==> config.mk <==
export PLATFORM = sky130hd
export DESIGN_NAME = writeback_stage_flat
export DESIGN_NICKNAME = d
export VERILOG_FILES = /design/src/rtl/writeback_stage_if.sv /design/src/rtl/writeback_stage.sv /design/src/flat_wrapper.sv
export SDC_FILE = /design/constraint.sdc
export NUM_CORES = 1
export LEC_CHECK = 0
export ABC_CLOCK_PERIOD_IN_PS = 3500
export CORE_MARGIN = 2
export CORE_UTILIZATION = 50
export DETAILED_ROUTE_END_ITERATION = 8
export GPL_TIMING_DRIVEN = 0
export PLACE_DENSITY_LB_ADDON = 0.2
export SLEW_MARGIN = 5
export SYNTH_ARGS = -nofsm -noshare
export SYNTH_HDL_FRONTEND = slang
export SYNTH_SLANG_ARGS = --single-unit
==> constraint.sdc <==
create_clock -name clock -period 3.5 [get_ports clock]
set_clock_uncertainty 0.05 [all_clocks]
set_input_delay 0.7 -clock clock [delete_from_list [all_inputs] [get_ports clock]]
set_output_delay 0.7 -clock clock [all_outputs]
set_load 0.01 [all_outputs]
==> src/rtl/writeback_stage_if.sv <==
// Interface bundling the writeback stage's instruction-in, data-memory
// response and register-file write signals.
// Optional macro WB_BYPASS_EN adds the decode bypass signals
// fwd_valid/fwd_rd/fwd_data.
interface writeback_stage_if;
  logic        in_valid;
  logic        in_ready;
  logic [4:0]  in_rd;
  logic        in_reg_write;
  logic [1:0]  in_wb_sel;
  logic [31:0] in_alu_result;
  logic [31:0] in_pc;
  logic [2:0]  in_funct3;
  logic        dmem_rsp_valid;
  logic [31:0] dmem_rsp_data;
  logic [4:0]  addr_rd;
  logic [31:0] data_rd;
  logic        write_enable;
  logic        retire;
  logic        load_fault;
`ifdef WB_BYPASS_EN
  logic        fwd_valid;
  logic [4:0]  fwd_rd;
  logic [31:0] fwd_data;
`endif

  // memory stage / data memory / register file side
  modport master (
    output in_valid, in_rd, in_reg_write, in_wb_sel, in_alu_result,
           in_pc, in_funct3, dmem_rsp_valid, dmem_rsp_data,
    input  in_ready, addr_rd, data_rd, write_enable, retire, load_fault
`ifdef WB_BYPASS_EN
    , input fwd_valid, fwd_rd, fwd_data
`endif
  );

  // the writeback stage itself
  modport slave (
    input  in_valid, in_rd, in_reg_write, in_wb_sel, in_alu_result,
           in_pc, in_funct3, dmem_rsp_valid, dmem_rsp_data,
    output in_ready, addr_rd, data_rd, write_enable, retire, load_fault
`ifdef WB_BYPASS_EN
    , output fwd_valid, fwd_rd, fwd_data
`endif
  );
endinterface

==> src/rtl/writeback_stage.sv <==
// Final RISC-V pipeline stage: retires ALU / PC+4 results in one cycle,
// waits for data-memory responses on loads, aligns and sign/zero-extends
// the load data and drives a registered register-file write port.
// Optional macro WB_BYPASS_EN mirrors the write port onto fwd_* so decode
// can bypass the same-cycle register-file write/read hazard.
module writeback_stage #(
  parameter int MAX_WAIT = 15
) (
  input  logic           clock,
  input  logic           reset,
  writeback_stage_if.slave bus
);

  typedef enum logic {IDLE, WAIT_LOAD} state_t;

  state_t      state, state_next;
  logic [7:0]  wait_cnt, wait_cnt_next;
  logic [4:0]  rd_q, rd_next;
  logic        reg_write_q, reg_write_next;
  logic [1:0]  off_q, off_next;
  logic [2:0]  funct3_q, funct3_next;

  logic [4:0]  addr_next;
  logic [31:0] data_next;
  logic        we_next;
  logic        retire_next;
  logic        fault_next;

  logic [7:0]  byte_sel;
  logic [15:0] half_sel;
  logic [31:0] ld_data;
  logic        ld_fault;

  // Pick the addressed byte/half of the response word and extend it;
  // flag unsupported widths and misaligned halfword/word accesses.
  always_comb begin
    ld_data  = '0;
    ld_fault = 1'b0;
    case (off_q)
      2'd0:    byte_sel = bus.dmem_rsp_data[7:0];
      2'd1:    byte_sel = bus.dmem_rsp_data[15:8];
      2'd2:    byte_sel = bus.dmem_rsp_data[23:16];
      default: byte_sel = bus.dmem_rsp_data[31:24];
    endcase
    half_sel = off_q[1] ? bus.dmem_rsp_data[31:16] : bus.dmem_rsp_data[15:0];
    case (funct3_q)
      3'b000: ld_data = {{24{byte_sel[7]}}, byte_sel};
      3'b100: ld_data = {24'h0, byte_sel};
      3'b001: begin
        ld_data  = {{16{half_sel[15]}}, half_sel};
        ld_fault = off_q[0];
      end
      3'b101: begin
        ld_data  = {16'h0, half_sel};
        ld_fault = off_q[0];
      end
      3'b010: begin
        ld_data  = bus.dmem_rsp_data;
        ld_fault = (off_q != 2'b00);
      end
      default: ld_fault = 1'b1;
    endcase
  end

  // Next-state and next-output logic; outputs default to an idle cycle
  // with the write port holding its last address/data.
  always_comb begin
    state_next     = state;
    wait_cnt_next  = wait_cnt;
    rd_next        = rd_q;
    reg_write_next = reg_write_q;
    off_next       = off_q;
    funct3_next    = funct3_q;
    we_next        = 1'b0;
    retire_next    = 1'b0;
    fault_next     = 1'b0;
    addr_next      = bus.addr_rd;
    data_next      = bus.data_rd;
    case (state)
      IDLE: begin
        if (bus.in_valid) begin
          rd_next        = bus.in_rd;
          reg_write_next = bus.in_reg_write;
          off_next       = bus.in_alu_result[1:0];
          funct3_next    = bus.in_funct3;
          if (bus.in_wb_sel == 2'b01) begin
            state_next    = WAIT_LOAD;
            wait_cnt_next = 8'd0;
          end else begin
            retire_next = 1'b1;
            we_next     = bus.in_reg_write && (bus.in_rd != 5'd0) &&
                          (bus.in_wb_sel != 2'b11);
            if (we_next) begin
              addr_next = bus.in_rd;
              data_next = (bus.in_wb_sel == 2'b10) ? bus.in_pc + 32'd4
                                                   : bus.in_alu_result;
            end
          end
        end
      end
      WAIT_LOAD: begin
        if (bus.dmem_rsp_valid) begin
          state_next = IDLE;
          if (ld_fault) begin
            fault_next = 1'b1;
          end else begin
            retire_next = 1'b1;
            we_next     = reg_write_q && (rd_q != 5'd0);
            if (we_next) begin
              addr_next = rd_q;
              data_next = ld_data;
            end
          end
        end else if (wait_cnt == 8'(MAX_WAIT - 1)) begin
          fault_next = 1'b1;
          state_next = IDLE;
        end else begin
          wait_cnt_next = wait_cnt + 8'd1;
        end
      end
    endcase
  end

  // State, latched instruction fields and registered write-port outputs.
  always_ff @(posedge clock or posedge reset) begin
    if (reset) begin
      state            <= IDLE;
      wait_cnt         <= 8'd0;
      rd_q             <= 5'd0;
      reg_write_q      <= 1'b0;
      off_q            <= 2'd0;
      funct3_q         <= 3'd0;
      bus.addr_rd      <= 5'd0;
      bus.data_rd      <= 32'd0;
      bus.write_enable <= 1'b0;
      bus.retire       <= 1'b0;
      bus.load_fault   <= 1'b0;
    end else begin
      state            <= state_next;
      wait_cnt         <= wait_cnt_next;
      rd_q             <= rd_next;
      reg_write_q      <= reg_write_next;
      off_q            <= off_next;
      funct3_q         <= funct3_next;
      bus.addr_rd      <= addr_next;
      bus.data_rd      <= data_next;
      bus.write_enable <= we_next;
      bus.retire       <= retire_next;
      bus.load_fault   <= fault_next;
    end
  end

  assign bus.in_ready = (state == IDLE);

`ifdef WB_BYPASS_EN
  assign bus.fwd_valid = bus.write_enable;
  assign bus.fwd_rd    = bus.addr_rd;
  assign bus.fwd_data  = bus.data_rd;
`endif

endmodule

==> src/flat_wrapper.sv <==
// flat-port wrapper written by rule: the top's interface ports become plain ports
module writeback_stage_flat 
#(
  parameter int MAX_WAIT = 15
)
  (clock, reset, bus_in_valid, bus_in_rd, bus_in_reg_write, bus_in_wb_sel, bus_in_alu_result, bus_in_pc, bus_in_funct3, bus_dmem_rsp_valid, bus_dmem_rsp_data, bus_in_ready, bus_addr_rd, bus_data_rd, bus_write_enable, bus_retire, bus_load_fault);
  writeback_stage_if bus_i ();
  input  logic clock;
  input  logic reset;
  input wire logic [$bits(bus_i.in_valid)-1:0] bus_in_valid;
  input wire logic [$bits(bus_i.in_rd)-1:0] bus_in_rd;
  input wire logic [$bits(bus_i.in_reg_write)-1:0] bus_in_reg_write;
  input wire logic [$bits(bus_i.in_wb_sel)-1:0] bus_in_wb_sel;
  input wire logic [$bits(bus_i.in_alu_result)-1:0] bus_in_alu_result;
  input wire logic [$bits(bus_i.in_pc)-1:0] bus_in_pc;
  input wire logic [$bits(bus_i.in_funct3)-1:0] bus_in_funct3;
  input wire logic [$bits(bus_i.dmem_rsp_valid)-1:0] bus_dmem_rsp_valid;
  input wire logic [$bits(bus_i.dmem_rsp_data)-1:0] bus_dmem_rsp_data;
  output wire logic [$bits(bus_i.in_ready)-1:0] bus_in_ready;
  output wire logic [$bits(bus_i.addr_rd)-1:0] bus_addr_rd;
  output wire logic [$bits(bus_i.data_rd)-1:0] bus_data_rd;
  output wire logic [$bits(bus_i.write_enable)-1:0] bus_write_enable;
  output wire logic [$bits(bus_i.retire)-1:0] bus_retire;
  output wire logic [$bits(bus_i.load_fault)-1:0] bus_load_fault;
  assign bus_i.in_valid = bus_in_valid;
  assign bus_i.in_rd = bus_in_rd;
  assign bus_i.in_reg_write = bus_in_reg_write;
  assign bus_i.in_wb_sel = bus_in_wb_sel;
  assign bus_i.in_alu_result = bus_in_alu_result;
  assign bus_i.in_pc = bus_in_pc;
  assign bus_i.in_funct3 = bus_in_funct3;
  assign bus_i.dmem_rsp_valid = bus_dmem_rsp_valid;
  assign bus_i.dmem_rsp_data = bus_dmem_rsp_data;
  assign bus_in_ready = bus_i.in_ready;
  assign bus_addr_rd = bus_i.addr_rd;
  assign bus_data_rd = bus_i.data_rd;
  assign bus_write_enable = bus_i.write_enable;
  assign bus_retire = bus_i.retire;
  assign bus_load_fault = bus_i.load_fault;
  writeback_stage #(.MAX_WAIT(MAX_WAIT)) u_core (.clock(clock), .reset(reset), .bus(bus_i));
endmodule
==> metrics.txt, run 1 <==
# TYPE chip_impl_metric gauge
chip_impl_metric{name="final_antenna_diode_count",unit=""} 0
chip_impl_metric{name="antenna_violating_nets_post_route",unit=""} 0
chip_impl_metric{name="mean_number_of_vias_per_cell",unit=""} 6.24
chip_impl_metric{name="max_slew.worst_pin.slew",unit="ps"} 691
chip_impl_metric{name="fin_tns_setup",unit="ps"} 0
chip_impl_info{name="grt_setup_unrepaired",value="false"} 1
chip_impl_metric{name="final_critical_path_setup_slack",unit="ps"} 458
chip_impl_metric{name="finalWorstPathRequiredPeriod",unit="ps"} 3040
chip_impl_metric{name="drcViolationCount",unit=""} 0
chip_impl_metric{name="drtIter0Drc",unit=""} 384
chip_impl_metric{name="floorplan.core_area",unit="um^2"} 8680
chip_impl_metric{name="grt_first_pass_wirelength",unit="um"} 26400
chip_impl_metric{name="pins_over_their_slew_limit",unit=""} 0
chip_impl_metric{name="place_worst_setup_slack",unit="ps"} -225
chip_impl_metric{name="timing.final.setup_violations",unit=""} 0
chip_impl_metric{name="antenna_found_initial",unit=""} 1
chip_impl_metric{name="io-pin-count",unit=""} 152
chip_impl_metric{name="vias_in_the_first_global_route",unit=""} 5162
chip_impl_metric{name="max_clock_freq",unit="MHz"} 329
chip_impl_info{name="most_repeated_cell_in_the_gate_level_netlist_after_synthesis",value="sky130_fd_sc_hd__nand2_1"} 1
chip_impl_metric{name="cell_area_placed",unit="um^2"} 6140
chip_impl_info{name="outcome",value="completed"} 1
chip_impl_metric{name="insertion_delay",unit="ps"} 350
chip_impl_metric{name="postLayoutCellArea",unit="um^2"} 6340
chip_impl_metric{name="yosys_register_bits",unit=""} 60
chip_impl_metric{name="synth-edff-count",unit=""} 0
chip_impl_metric{name="clock_tree.buffer_depth",unit=""} 2
chip_impl_metric{name="drt-pass1-iter-count",unit=""} 5
chip_impl_metric{name="syn_area",unit="um^2"} 4470
chip_impl_metric{name="area_delta_synth_final",unit="%"} 41.7
chip_impl_metric{name="dieHeight",unit="um"} 98.6
chip_impl_metric{name="cell_area_power_density",unit="nW/um^2"} 426
chip_impl_metric{name="syn_nets",unit=""} 661
chip_impl_metric{name="die-width",unit="um"} 98.6
chip_impl_metric{name="routed_vias",unit=""} 5143
chip_impl_metric{name="drt-wirelength-per-cell",unit="um"} 19.9
chip_impl_info{name="rr_startpoint",value="u_core.funct3_q[1]$_DFFE_PP0P_"} 1
chip_impl_metric{name="overflow",unit=""} 0
chip_impl_metric{name="final_nets",unit=""} 825
chip_impl_metric{name="critical_path_arrival",unit="ps"} 3200
chip_impl_metric{name="synth.top_cell.area_share",unit=""} 0.336
chip_impl_info{name="critical_path.slowest_cell",value="sky130_fd_sc_hd__clkdlybuf4s50_1"} 1
chip_impl_info{name="tritoncts",value="done"} 1
chip_impl_metric{name="post_synth.cell_area_avg",unit="um^2"} 8.17
chip_impl_info{name="critPathCaptureType",value="flop"} 1
chip_impl_metric{name="design.die.area",unit="um^2"} 9710
chip_impl_metric{name="gp_congestion",unit=""} 0.974
chip_impl_metric{name="io_buffer_count",unit=""} 151
chip_impl_metric{name="totalPowerFinal",unit="mW"} 2.70
chip_impl_metric{name="power_leakage",unit="nW"} 2.45
chip_impl_metric{name="ir_drop",unit="uV"} 257
chip_impl_info{name="ctsRootBufferMaster",value="sky130_fd_sc_hd__clkbuf_8"} 1
chip_impl_metric{name="postSynth.asyncResetShare",unit=""} 1.00
chip_impl_metric{name="report.final.hold_viol_count",unit=""} 0
chip_impl_info{name="crit_path_cell_trace",value="clkdlybuf4s50_1, nand3_1, or4_1, buf_2, o31a_2, nor3_1, o311ai_2"} 1
chip_impl_metric{name="routed_wirelength",unit="um"} 16400
chip_impl_metric{name="ys.warnings.count",unit=""} 0
chip_impl_info{name="worst_hold_path_type",value="reg2reg"} 1
chip_impl_info{name="synth_top_area_cell",value="sky130_fd_sc_hd__dfrtp_1"} 1
chip_impl_info{name="setup.worst_path.start",value="bus_in_pc[6]"} 1
chip_impl_metric{name="cp.required",unit="ps"} 3660
chip_impl_metric{name="timing.max_cap.violations",unit=""} 0
chip_impl_info{name="hold_path.startpoint",value="u_core.bus.data_rd[4]$_DFFE_PP0P_"} 1
chip_impl_metric{name="numCtsBuffers",unit=""} 9
chip_impl_metric{name="timing.critical_path.fanout_max",unit=""} 7
chip_impl_info{name="worst_path_dominant_cell_family",value="simple AND/OR/NAND/NOR gates"} 1
chip_impl_metric{name="clock_sink_count",unit=""} 60
chip_impl_info{name="yosys_most_used_dff",value="sky130_fd_sc_hd__dfrtp_1"} 1
chip_impl_metric{name="placedCellCount",unit=""} 807
chip_impl_metric{name="worst-path-buf-inv",unit=""} 2
chip_impl_metric{name="global_route.usage.total",unit=""} 0.342
chip_impl_info{name="critPathLaunchType",value="input port"} 1
chip_impl_metric{name="cts.repair.resized",unit=""} 0
chip_impl_metric{name="initial_core_util",unit=""} 0.515
chip_impl_metric{name="place_hpwl",unit="um"} 12800
chip_impl_info{name="timing_worst_setup_path_type",value="in2reg"} 1
chip_impl_info{name="synth.cells.most_frequent",value="sky130_fd_sc_hd__nand2_1, sky130_fd_sc_hd__dfrtp_1, sky130_fd_sc_hd__a21oi_1, sky130_fd_sc_hd__nor2_1, sky130_fd_sc_hd__o21ai_0"} 1
chip_impl_metric{name="seq_area_frac_synth",unit=""} 0.336
chip_impl_metric{name="cts_h_tree_depth",unit=""} 3
chip_impl_metric{name="layout.cells.non_filler",unit=""} 824
chip_impl_metric{name="final_layout_size_suffix_gt1_frac",unit=""} 0.0880
chip_impl_metric{name="cp_slowest_stage_delay",unit="ps"} 600
chip_impl_metric{name="clk_pin_slew_worst_paths",unit="ps"} 70
chip_impl_info{name="ys_top_cells_by_area",value="sky130_fd_sc_hd__dfrtp_1, sky130_fd_sc_hd__nand2_1, sky130_fd_sc_hd__a21oi_1"} 1
chip_impl_metric{name="slew_headroom",unit=""} 0.539
chip_impl_metric{name="synth_cell_type_count",unit=""} 59
chip_impl_metric{name="post_synth_inst_count",unit=""} 547
chip_impl_metric{name="final.period_utilization",unit=""} 0.869
chip_impl_metric{name="placementRows",unit=""} 34
chip_impl_metric{name="grt_max_degree",unit=""} 34
[worst min-delay path, stage by stage, from the launching register on]
cell and delay (ps):
sky130_fd_sc_hd__dfrtp_1 350, sky130_fd_sc_hd__nand2_1 50, sky130_fd_sc_hd__nand2_1 50
[cell type report]
type | count | area, um^2
repair buffers | 153 | 1540
flip-flops and latches | 60 | 1500
fillers | 723 | 2340
multi-input cells | 440 | 2770
clock buffers | 10 | 128
inverters | 10 | 37.5
well taps | 108 | 135
clock inverters | 6 | 63.8
plain buffers | 37 | 160
[flip-flops by register name, indices dropped and copies added (netlist names), 2 cells and up]
register / flops
u_core.bus.data_rd: 32
u_core.wait_cnt: 8
u_core.bus.addr_rd: 5
u_core.rd_q: 5
u_core.funct3_q: 3
u_core.off_q: 2
[where the power goes]
group | switching (mW) | total (mW) | leakage, nW | internal [mW]
logic | 0.527 | 1.10 | 1.61 | 0.568
clock network | 0.306 | 0.635 | 0.0927 | 0.329
registers | 0.116 | 0.966 | 0.750 | 0.850
total | 0.949 | 2.70 | 2.45 | 1.75
[through the flow]
stage                     hold slack (ps)   util
after floorplan                       395      -
after global placement                403  0.705
after detailed placement              416  0.707
after CTS                             432  0.729
after global routing                  456  0.730
final                                 432  0.730
[cells in the final DEF (no fill, tap or decap), types with 7 or more instances in the layout]
master and instances:
sky130_fd_sc_hd__o31ai_1 13, sky130_fd_sc_hd__nor2_1 40, sky130_fd_sc_hd__or3_1 16, sky130_fd_sc_hd__nor3_1 17, sky130_fd_sc_hd__buf_2 11, sky130_fd_sc_hd__mux2_2 16
sky130_fd_sc_hd__clkbuf_8 9, sky130_fd_sc_hd__inv_1 9, sky130_fd_sc_hd__a21oi_1 40, sky130_fd_sc_hd__clkbuf_1 23, sky130_fd_sc_hd__nand3_1 11, sky130_fd_sc_hd__o21ai_0 34
sky130_fd_sc_hd__a22oi_1 16, sky130_fd_sc_hd__nand4_1 11, sky130_fd_sc_hd__mux2i_1 19, sky130_fd_sc_hd__clkdlybuf4s50_1 151, sky130_fd_sc_hd__nor4_1 7, sky130_fd_sc_hd__dfrtp_1 60
sky130_fd_sc_hd__nand2_1 89, sky130_fd_sc_hd__o311ai_0 7, sky130_fd_sc_hd__xor2_1 10
[cell families (layout without fill, tap and decap cells)]
family,count (synthesis),count (layout),share of synthesized area
flops,60,60,0.336
simple gates,227,227,0.248
mux,39,39,0.103
xor+xnor,16,16,0.0313
fa+ha+maj,3,3,0.00840
compound gates,155,155,0.229
buf+inv,47,216,0.0442
[per-layer routing]
metal	vias up	GRT usage	wire length (um)
li1	2358	-	-
met1	2442	0.467	6820
met2	298	0.553	7610
met3	43	0.0738	1590
met4	2	0.0980	379
met5	-	0	19
[repair_timing]
| action | 4_1_cts | 5_1_grt |
|---|---|---|
| buffers inserted | 0 | 1 |
| hold buffers | 0 | 0 |
| setup endpoints to repair | 0 | 2 |
[path summary, 6_finish.rpt]
check	end	slack (ps)	depth (start not counted)
max in group asynchronous	u_core.bus.data_rd[3]$_DFFE_PP0P_	2120	3
hold reg to reg	u_core.bus.data_rd[4]$_DFFE_PP0P_	430	2
hold / removal	u_core.bus.data_rd[4]$_DFFE_PP0P_	430	2
min in group asynchronous	u_core.bus.load_fault$_DFF_PP0_	680	2
setup reg to reg	u_core.bus.data_rd[9]$_DFFE_PP0P_	880	7
setup / recovery	u_core.bus.data_rd[19]$_DFFE_PP0P_	460	7
Power figures use the tool's default switching activity.
==> inputs of run 2 (changes only) <==
ABC_CLOCK_PERIOD_IN_PS = 3700   (was 3500)
CORE_MARGIN = 1   (was 2)
PLACE_DENSITY = 0.92   (was not set)
PLACE_DENSITY_LB_ADDON = not set   (was 0.2)
clock period = 3.7 ns   (was 3.5 ns; I/O delays follow)
==> run 2 against run 1 <==
Sequential power shrank 5.1%. Sequential share of layout area decreased by 0.22 points. Hold slack worse by 4.4 ps. Clock power grew 23%. Register-to-register slack improved by 120 ps. Power up 1.2%. Die area fell by 4.0%. Routed wire length shrank 2.7%. Via count is 0.93% higher. Sequential cell count is the same. Global-route usage rose by 1.4 points.
==> metrics.txt, run 2 (same netlist as run 1, synthesis figures left out) <==
# TYPE chip_impl_metric gauge
chip_impl_info{name="timing_worst_setup_path_type",value="in2reg"} 1
chip_impl_info{name="timing.critical_path.mode_cell",value="sky130_fd_sc_hd__buf_2"} 1
chip_impl_metric{name="final_nets",unit=""} 824
chip_impl_metric{name="antenna_violating_nets_post_route",unit=""} 0
chip_impl_metric{name="overflow",unit=""} 0
chip_impl_metric{name="routed_vias",unit=""} 5191
chip_impl_metric{name="clock_sink_count",unit=""} 60
chip_impl_metric{name="placementRows",unit=""} 34
chip_impl_metric{name="drt-met1-wl",unit="um"} 6280
chip_impl_metric{name="insertion_delay",unit="ps"} 350
chip_impl_metric{name="drt-pass1-iter-count",unit=""} 8
chip_impl_info{name="worst_hold_path_type",value="reg2reg"} 1
chip_impl_metric{name="io-pin-count",unit=""} 152
chip_impl_metric{name="grt_max_degree",unit=""} 44
chip_impl_metric{name="numCtsBuffers",unit=""} 9
chip_impl_metric{name="timing.hold.worst_path_depth",unit=""} 2
chip_impl_info{name="largest-register",value="u_core.bus.data_rd"} 1
chip_impl_metric{name="pins_over_their_slew_limit",unit=""} 0
chip_impl_metric{name="final_antenna_diode_count",unit=""} 0
chip_impl_info{name="rr_startpoint",value="u_core.state$_DFF_PP0_"} 1
chip_impl_metric{name="final.period_utilization",unit=""} 0.912
chip_impl_metric{name="clock_tree.buffer_depth",unit=""} 2
chip_impl_metric{name="floorplan.core_area",unit="um^2"} 8680
chip_impl_metric{name="post_cts_hold_buffer_count",unit=""} 0
chip_impl_metric{name="timing.final.setup_violations",unit=""} 0
chip_impl_metric{name="r2r_cells",unit=""} 7
chip_impl_metric{name="regToRegSetupSlack",unit="ps"} 1000
chip_impl_metric{name="place_hpwl",unit="um"} 12600
chip_impl_info{name="most_common_cell_after_layout_fill_and_taps_aside",value="sky130_fd_sc_hd__clkdlybuf4s50_1"} 1
chip_impl_metric{name="dieHeight",unit="um"} 96.6
chip_impl_metric{name="timing.max_cap.violations",unit=""} 0
chip_impl_metric{name="vias_in_the_first_global_route",unit=""} 4886
chip_impl_metric{name="drtIter0Drc",unit=""} 455
chip_impl_metric{name="max_slew.worst_pin.slew",unit="ps"} 741
chip_impl_metric{name="cts.repair.resized",unit=""} 0
chip_impl_metric{name="clk_pin_slew_worst_paths",unit="ps"} 80
chip_impl_info{name="worst_setup_path_endpoint",value="u_core.bus.data_rd[25]$_DFFE_PP0P_"} 1
chip_impl_info{name="grt_setup_unrepaired",value="false"} 1
chip_impl_metric{name="cell_area_power_density",unit="nW/um^2"} 427
chip_impl_metric{name="drcViolationCount",unit=""} 0
chip_impl_info{name="regToRegEndpoint",value="u_core.bus.data_rd[18]$_DFFE_PP0P_"} 1
chip_impl_metric{name="ir_drop",unit="uV"} 272
chip_impl_metric{name="finalWorstPathRequiredPeriod",unit="ps"} 3370
chip_impl_metric{name="met3RoutedLength",unit="um"} 1570
chip_impl_metric{name="report.final.hold_viol_count",unit=""} 0
chip_impl_metric{name="power_leakage",unit="nW"} 2.48
chip_impl_info{name="tritoncts",value="done"} 1
chip_impl_metric{name="totalPowerFinal",unit="mW"} 2.73
chip_impl_metric{name="antenna_found_initial",unit=""} 0
chip_impl_metric{name="fin_tns_setup",unit="ps"} 0
chip_impl_info{name="setup.worst_path.start",value="bus_in_rd[1]"} 1
chip_impl_metric{name="grt_first_pass_wirelength",unit="um"} 24600
chip_impl_info{name="critical_path.slowest_cell",value="sky130_fd_sc_hd__o211ai_1"} 1
chip_impl_info{name="crit_path_cell_trace",value="clkdlybuf4s50_1, or4_1, o211ai_1, a22o_1, buf_2, buf_2, nand2_1, o311ai_0"} 1
chip_impl_metric{name="mean_number_of_vias_per_cell",unit=""} 6.31
chip_impl_info{name="critPathCaptureType",value="flop"} 1
chip_impl_metric{name="detailroute.wirelength.met2",unit="um"} 7620
chip_impl_info{name="top_layer",value="met4"} 1
chip_impl_metric{name="gp_congestion",unit=""} 0.972
chip_impl_metric{name="final_layout_size_suffix_gt1_frac",unit=""} 0.0881
chip_impl_metric{name="max_clock_freq",unit="MHz"} 296
chip_impl_info{name="outcome",value="completed"} 1
chip_impl_metric{name="slew_headroom",unit=""} 0.504
chip_impl_metric{name="io_buffer_count",unit=""} 151
chip_impl_metric{name="critical_path_arrival",unit="ps"} 3540
chip_impl_metric{name="cp_slowest_stage_delay",unit="ps"} 620
chip_impl_metric{name="cts_h_tree_depth",unit=""} 3
chip_impl_info{name="final_cell_mix",value="sky130_fd_sc_hd__clkdlybuf4s50_1, sky130_fd_sc_hd__nand2_1, sky130_fd_sc_hd__dfrtp_1, sky130_fd_sc_hd__a21oi_1, sky130_fd_sc_hd__nor2_1"} 1
chip_impl_metric{name="largest_register_ffs",unit=""} 32
chip_impl_metric{name="postCtsSetupRepairBufs",unit=""} 0
chip_impl_metric{name="design.die.area",unit="um^2"} 9320
chip_impl_metric{name="timing.critical_path.fanout_max",unit=""} 10
chip_impl_info{name="ctsRootBufferMaster",value="sky130_fd_sc_hd__clkbuf_8"} 1
chip_impl_metric{name="area_delta_synth_final",unit="%"} 43.0
chip_impl_metric{name="cp.required",unit="ps"} 3870
chip_impl_metric{name="drt-wirelength-per-cell",unit="um"} 19.4
chip_impl_metric{name="routed_wirelength",unit="um"} 16000
chip_impl_info{name="critPathLaunchType",value="input port"} 1
chip_impl_metric{name="die-width",unit="um"} 96.6
chip_impl_info{name="largestRegisters",value="u_core.bus.data_rd (32), u_core.wait_cnt (8)"} 1
chip_impl_metric{name="initial_core_util",unit=""} 0.515
chip_impl_metric{name="global_route.usage.total",unit=""} 0.356
## run 2: cell types whose count changed in the layout (fill, tap and decap cells not counted), sizes merged
| cell | delta |
|---|---|
| clkinvlp | -1 |
| clkbuf | +1 |
| clkinv | -2 |
| buf | -1 |
| bufinv | +2 |
## run 2: layer usage
metal | global-route usage | vias to the layer above
met1 | 0.455 | 2455
met5 | 0 | -
met2 | 0.592 | 329
met4 | 0.150 | 0
met3 | 0.0634 | 48
li1 | - | 2359
## run 2: report_power, final
group          leakage (nW)  internal [mW]  switching [mW]
Combinational          1.61          0.537           0.494
Sequential            0.750          0.804           0.113
Clock                 0.126          0.487           0.294
Total                  2.48           1.83           0.900
## run 2: worst min path at each step
stage / startpoint / end / slack [ps]
6_report: u_core.bus.data_rd[11]$_DFFE_PP0P_ / u_core.bus.data_rd[11]$_DFFE_PP0P_ / 430
5_1_grt: u_core.bus.data_rd[4]$_DFFE_PP0P_ / u_core.bus.data_rd[4]$_DFFE_PP0P_ / 440
4_1_cts: u_core.bus.data_rd[4]$_DFFE_PP0P_ / u_core.bus.data_rd[4]$_DFFE_PP0P_ / 430
3_5_place_dp: u_core.bus.data_rd[4]$_DFFE_PP0P_ / u_core.bus.data_rd[4]$_DFFE_PP0P_ / 410
3_3_place_gp: u_core.bus.data_rd[5]$_DFFE_PP0P_ / u_core.bus.data_rd[5]$_DFFE_PP0P_ / 400
2_1_floorplan: u_core.reg_write_q$_DFFE_PP0P_ / u_core.reg_write_q$_DFFE_PP0P_ / 390
## run 2: layout make-up
| class | instances | area (um^2) |
|---|---|---|
| flip-flops and latches | 60 | 1500 |
| well taps | 108 | 135 |
| clock inverters | 5 | 106 |
| fillers | 679 | 2280 |
| repair buffers | 152 | 1530 |
| inverters | 10 | 37.5 |
| multi-input cells | 440 | 2770 |
| plain buffers | 37 | 160 |
| clock buffers | 11 | 151 |
## run 2: worst max-delay path: cells and delay by family
kind | cells | cell delay [ps]
compound gates | 3 | 1140
simple gates | 2 | 640
buf+inv | 3 | 1010
## run 2: stage by stage
step | setup slack [ps] | cells | area (um^2) | hold slack (ps) | util
3_5_place_dp | 103 | 807 | 6140 | 412 | 0.707
3_3_place_gp | 138 | 806 | 6120 | 399 | 0.705
5_1_grt | 261 | 823 | 6390 | 444 | 0.737
2_1_floorplan | 1190 | 547 | 4470 | 395 | -
4_1_cts | 459 | 823 | 6390 | 428 | 0.737
6_report | 327 | 823 | 6390 | 427 | 0.737
==> inputs of run 3 (changes only) <==
SETUP_SLACK_MARGIN = 0.02   (was not set)
==> results of run 3 <==
Same layout as run 2: the final DEF is identical, and so are final timing and power.
